--- src/rtl/axi_pkg.sv ---
// Shared AXI definitions for the instruction- and data-side SRAM-to-AXI bridges.
// Holds the bridge FSM state encoding and the fixed AXI attribute codes.
package axi_pkg;

  typedef enum logic [1:0] {
    IDLE = 2'd0,
    AR   = 2'd1,
    R    = 2'd2
  } bridge_state_t;

  localparam logic [1:0] AXI_BURST_INCR     = 2'b01;
  localparam logic [3:0] AXI_CACHE_UNCACHED = 4'b0000;
  localparam logic [3:0] AXI_CACHE_WB       = 4'b1111;

endpackage

--- src/rtl/inst_axi_bridge.sv ---
// Read-only bridge from the instruction-fetch SRAM-like port to an AXI4 read master.
// One fetch outstanding at a time: single-beat AR, and the last R beat is returned as inst_data_ok.
module inst_axi_bridge
  import axi_pkg::*;
#(
  parameter int          ID_WIDTH = 4,
  parameter int unsigned ARID     = 0
) (
  input  logic                clk,
  input  logic                rst,
  input  logic                inst_req,
  input  logic                inst_wr,
  input  logic [1:0]          inst_size,
  input  logic [31:0]         inst_addr,
  input  logic [31:0]         inst_wdata,
  input  logic                inst_uncached,
  output logic [31:0]         inst_rdata,
  output logic                inst_addr_ok,
  output logic                inst_data_ok,
  output logic [ID_WIDTH-1:0] arid,
  output logic [31:0]         araddr,
  output logic [7:0]          arlen,
  output logic [2:0]          arsize,
  output logic [1:0]          arburst,
  output logic [1:0]          arlock,
  output logic [3:0]          arcache,
  output logic [2:0]          arprot,
  output logic                arvalid,
  input  logic                arready,
  input  logic [ID_WIDTH-1:0] rid,
  input  logic [31:0]         rdata,
  input  logic [1:0]          rresp,
  input  logic                rlast,
  input  logic                rvalid,
  output logic                rready
);

  bridge_state_t r_state;
  logic [31:0]   r_addr;
  logic [1:0]    r_size;
  logic          r_unc;

  logic          w_last_beat;
  logic          w_unused;

  // Writes, write data, read IDs and responses have no effect on this read-only path.
  assign w_unused = ^{inst_wr, inst_wdata, rid, rresp};

  always_ff @(posedge clk) begin
    if (rst) begin
      r_state <= IDLE;
      r_addr  <= '0;
      r_size  <= '0;
      r_unc   <= 1'b0;
    end else begin
      case (r_state)
        IDLE: begin
          if (inst_req) begin
            r_addr  <= inst_addr;
            r_size  <= inst_size;
            r_unc   <= inst_uncached;
            r_state <= AR;
          end
        end
        AR: begin
          if (arready) r_state <= R;
        end
        R: begin
          if (rvalid && rlast) r_state <= IDLE;
        end
        default: r_state <= IDLE;
      endcase
    end
  end

  // Beats without rlast are drained silently; only the final beat reaches the fetch stage.
  assign w_last_beat  = (r_state == R) && rvalid && rlast;

  assign inst_addr_ok = (r_state == IDLE) && inst_req;
  assign inst_data_ok = w_last_beat;
  assign inst_rdata   = w_last_beat ? rdata : 32'h0;

  assign arvalid = (r_state == AR);
  assign rready  = (r_state == R);

  assign arid    = ID_WIDTH'(ARID);
  assign araddr  = r_addr;
  assign arlen   = 8'h00;
  assign arsize  = {1'b0, r_size};
  assign arburst = AXI_BURST_INCR;
  assign arlock  = 2'b00;
  assign arcache = r_unc ? AXI_CACHE_UNCACHED : AXI_CACHE_WB;
  assign arprot  = 3'b000;

endmodule

--- config.mk ---
export PLATFORM = sky130hd
export DESIGN_NAME = inst_axi_bridge
export DESIGN_NICKNAME = d
export VERILOG_FILES = /design/src/rtl/axi_pkg.sv /design/src/rtl/inst_axi_bridge.sv
export SDC_FILE = /design/constraint.sdc
export NUM_CORES = 1
export LEC_CHECK = 0
export ABC_AREA = 0
export ABC_CLOCK_PERIOD_IN_PS = 4300
export CAP_MARGIN = 20
export CORE_ASPECT_RATIO = 0.6
export CORE_MARGIN = 5
export CORE_UTILIZATION = 30
export CTS_BUF_LIST = sky130_fd_sc_hd__clkbuf_8
export DETAILED_ROUTE_END_ITERATION = 8
export PLACE_DENSITY_LB_ADDON = 0.08
export SLEW_MARGIN = 20
export SYNTH_ARGS = -nofsm -noshare
export SYNTH_HDL_FRONTEND = slang
export SYNTH_SLANG_ARGS = --single-unit
--- constraint.sdc ---
create_clock -name clk -period 4.3 [get_ports clk]
set_input_delay 1.075 -clock clk [delete_from_list [all_inputs] [get_ports clk]]
set_output_delay 1.075 -clock clk [all_outputs]
set_load 0.005 [all_outputs]
==> Word-level counts from Yosys, hierarchy flattened <==
Cells that the tools add are included.
{ "op_classes": {"eq_ne": 5, "muxes": 6, "n_reduce_logical": 7} }
{ "ops": {"columns": ["cell", "count"], "rows": [
  ["2-to-1 mux 32 bit", 1],
  ["2-to-1 mux 2 bit", 3],
  ["case mux 2 bit (3 select lines)", 1],
  ["logical AND 1 bit", 4],
  ["2-to-1 mux 4 bit", 1],
  ["!= test 2 x 1 -> 1 bit, second input constant", 2],
  ["AND reduction 3 bit", 1],
  ["equality test 2 x 1 -> 1 bit, second input constant", 1],
  ["equality test 2 bit, second input constant", 1],
  ["zero test 2 bit", 1],
  ["!= test 2 bit, second input constant", 1],
  ["AND reduction 2 bit", 1]
]} }
{ "totals": {"ff_bits": 37, "out_inout_bits": 94, "wordCells": 22, "input_bits": 112} }

==> Longest topological paths before layout <==
{ "depth": {"ltp_word": 4, "depth_mapped": 6, "ltp_nobuf": 4} }

==> Least setup slack after synthesis <==
Ideal clock, no wire load.
{ "synth_path": {"kind": "input port to output port", "startpoint": "input inst_req", "endpoint": "output inst_addr_ok", "setup_slack_ns": 1.483, "n_path_buf": 2, "cell_stages": 4, "arrival_ns": 1.742, "cell_sequence": "or3b_1 buf_6 inv_8 buf_8"} }
{ "synth_between": {"elab_chain_cells": 1} }
{ "synth_rtl": {"columns": ["element", "line", "source"], "rows": [
  ["from (decl)", "inst_axi_bridge.sv:11", "input logic inst_req,"],
  ["logical AND 1 bit", "inst_axi_bridge.sv:79", "assign inst_addr_ok = (r_state == IDLE) && inst_req;"],
  ["to (decl)", "inst_axi_bridge.sv:18", "output logic inst_addr_ok,"]
]} }
Every way passes these cells.

==> Final worst setup path <==
{ "layout_path": {"startpoint": "input rvalid", "endpoint": "output inst_rdata[20]"} }
{ "layout_between": {"elab_chain_cells": 3} }
{ "layout_rtl": {"columns": ["element", "line", "source"], "rows": [
  ["from (decl)", "inst_axi_bridge.sv:34", "input logic rvalid,"],
  ["logical AND 1 bit (2 in a row)", "inst_axi_bridge.sv:77", "assign w_last_beat = (r_state == R) && rvalid && rlast;"],
  ["2-to-1 mux 32 bit", "inst_axi_bridge.sv:81", "assign inst_rdata = w_last_beat ? rdata : 32'h0;"],
  ["to (decl)", "inst_axi_bridge.sv:17", "output logic [31:0] inst_rdata,"]
]} }
Every way passes these cells.

==> out/metrics.cfg <==
[place]
dp_cells = 435
globalplace.congestion = 0.6964
io_buffer_count = 146
hpwl_mm = 4.804

[setup_path]
crit_path_frequent_cell = clkdlybuf4s50_1
cp_slowest_cell = clkdlybuf4s50_1
critPathLaunch = rvalid
r2r.worst_path.cells = 5
worstPathArrival_ns = 2.65
critPathKind = in -> out
timing.rr.end = araddr[24]
rrSetupSlack_ns = 2.69
worstPathCellList = clkdlybuf4s50_1 -> and3_1 -> buf_4 -> and2_1 -> clkdlybuf4s50_1
critPathMaxStageDelay_ns = 0.52
crit_family = buffers and inverters
crit_required_ns = 3.22
critical_path.endpoint_type = output port
critPathBufInv = 3
reg2reg_from = r_state[0]
cp_max_fo = 33
start_kind = primary input

[die]
die_w_um = 110.4
rows = 21
core-area_um2 = 5728
die_area_um2 = 7754
initial_core_util_pct = 31.67
pin_count = 206
dieHeight_um = 70.24

[layout]
n_fill_cell = 552
final_util_pct = 57.84
drive_gt1_share_pct = 9.642
n_antenna_cell = 0
finalNetCount = 474
layout_common_cells = clkdlybuf4s50_1 (145), nand2_1 (71), dfxtp_1 (37)
fin_cells = 443
area_growth_pct = 82.62
final_common_cell = clkdlybuf4s50_1

[route]
post-route-drc-count = 0
ant_nets = 0
initialDrtViolationCount = 78
wl_per_cell_um = 13.88
first_pass_iters = 4
wirelength_mm = 6.148
vias = 1797
vias_per_cell = 4.056

[cts]
cts_inserted_buffers = 5
cts_sinks = 37
root_buffer = clkbuf_8
insertion_delay_ns = 0.28
post_cts_buffers = 0
cts_tree = done
hold_buffers = 0
cts.clk_slew.worst_paths_ns = 0.07
cts.htree.levels = 2
cts_resized = 0
clock_tree.buffer_depth = 2

[global_route]
grt_usage_pct = 15.05
grt_max_degree = 38
grt_pass1_vias = 1672
grt_overflow = 0
antenna_found_initial = 0
grt_pass1_wl_mm = 9.142

[synthesis]
synth_area_um2 = 1814
ys_seq_area_share_pct = 40.83
synthCells = 225
avgSynthCellArea_um2 = 8.063
synth.distinct_cells = 22
ys_warn_count = 0
ys_seq_elements = 37

[timing]
period_needed_ns = 3.724
skew_ns = 0.007441
tightestPinTransition_ns = 0.9381
slew_viol_final = 0
fin_crit_sh_pct = 86.61
rsz0062_at_grt = no
timing.slew.headroom_pct = 37.46
fmax_mhz = 268.5
hold_viol = 0
tns_ns = 0
setup_viol_count_final = 0

[power_and_ir_drop]
p_clk_share_pct = 34.5
p_int_w = 0.0006749
powerDensity_nw_per_um2 = 265.3
sw_frac_of_total_pct = 23.21
comb_power_share_pct = 22.6
p_seq_share_pct = 42.9
power_switching_w = 0.0002040
ir_worst_vdd_uv = 135.9
p_leak_nw = 1.265

[hold_path]
holdPathStages = 2
min_path_type = reg -> reg
holdCritStartpoint = araddr[12]
holdPathEnd = araddr[12]

[run_status]
status = finished, final reports clean

[job]
cap_violations = 0

==> registers in the layout, indices dropped and copies added, names as in the netlist <==
| signal | cells |
|---|---|
| araddr | 32 |
| r_size | 2 |
| r_state | 2 |
| r_unc | 1 |
==> synth_stat cells <==
library cell / count / area, um2
buf_4: 23 / 172.7
or3b_1: 1 / 8.760
mux2i_1: 1 / 10.01
and3_1: 1 / 6.260
nor2b_1: 1 / 6.260
conb_1: 2 / 7.510
inv_1: 2 / 7.510
a21oi_2: 23 / 201.4
inv_8: 1 / 11.26
buf_2: 4 / 20.02
buf_6: 3 / 33.78
buf_1: 1 / 3.750
buf_8: 1 / 15.01
nor3_1: 1 / 5.000
a21oi_1: 12 / 60.06
and2_1: 32 / 200.2
clkbuf_1: 5 / 18.77
a22oi_1: 1 / 7.510
dfxtp_1: 37 / 740.7
and2b_1: 1 / 7.510
nand2_1: 71 / 266.5
nor2_1: 1 / 3.750
==> worst max-delay path by stage <==
stage / endpoint / slack (ns) / cells past startpoint
floorplan: inst_addr_ok / 1.48 / 4
global placement: inst_rdata[14] / 0.58 / 5
detailed placement: inst_rdata[14] / 0.57 / 5
CTS: inst_rdata[14] / 0.57 / 5
global route: inst_rdata[26] / 0.50 / 5
finish: inst_rdata[20] / 0.58 / 5
==> metal layers <==
metal | vias to the layer above | global-route usage [%] | routed length, um
met5 | - | 0 | 0
met4 | 0 | 2.049 | 0
met3 | 0 | 7.827 | 878
met2 | 88 | 24.33 | 2801
met1 | 780 | 18.21 | 2468
li1 | 929 | - | -
==> per-stage QoR <==
stage / total power [W] / instance area (um2) / worst slack, ns / hold WS, ns
CTS: 0.0008974 / 3313 / 0.5677 / 0.4562
global placement: 0.0005825 / 3197 / 0.5817 / 0.4411
global route: 0.0009303 / 3313 / 0.5021 / 0.4840
detailed placement: 0.0005851 / 3197 / 0.5732 / 0.4467
floorplan: 0.0004753 / 1882 / 1.483 / 0.4345
finish: 0.0008789 / 3313 / 0.5756 / 0.4554
==> power groups by stage <==
stage / Clock, W / Combinational [W] / Sequential [W]
floorplan: 0 / 0.0000896 / 0.000386
global placement: 0 / 0.000199 / 0.000383
detailed placement: 0 / 0.000201 / 0.000384
CTS: 0.000319 / 0.000202 / 0.000377
global route: 0.000334 / 0.000217 / 0.000380
finish: 0.000304 / 0.000199 / 0.000377
==> cell type report <==
type	instances	area, um2	share of cell area [%]
multi-input combinational	166	858.3	25.91
clock inverter	2	33.78	1.020
timing repair buffer	149	1479	44.64
tap	80	100.1	3.021
sequential	37	740.7	22.36
inverter	3	18.77	0.5665
clock buffer	6	82.58	2.492
==> cell families (layout without fill, tap and decap cells) <==
logic type	count (synthesis)	after routing	share of synthesized area, %
and+or+nand+nor	109	109	27.79
AOI/OAI and AO/OA	36	36	14.83
DFF	37	37	40.83
muxes	1	1	0.5517
buffers and inverters	40	160	15.59
other	2	20	0.4139
==> worst register-to-register path, delay by kind of cell (launching register included) <==
family	cells	cell delay, ns
AOI/OAI and AO/OA	1	0.15
buffers and inverters	2	0.42
DFF	1	0.34
and+or+nand+nor	2	0.63
No activity file was read; power rests on OpenSTA's default activity.
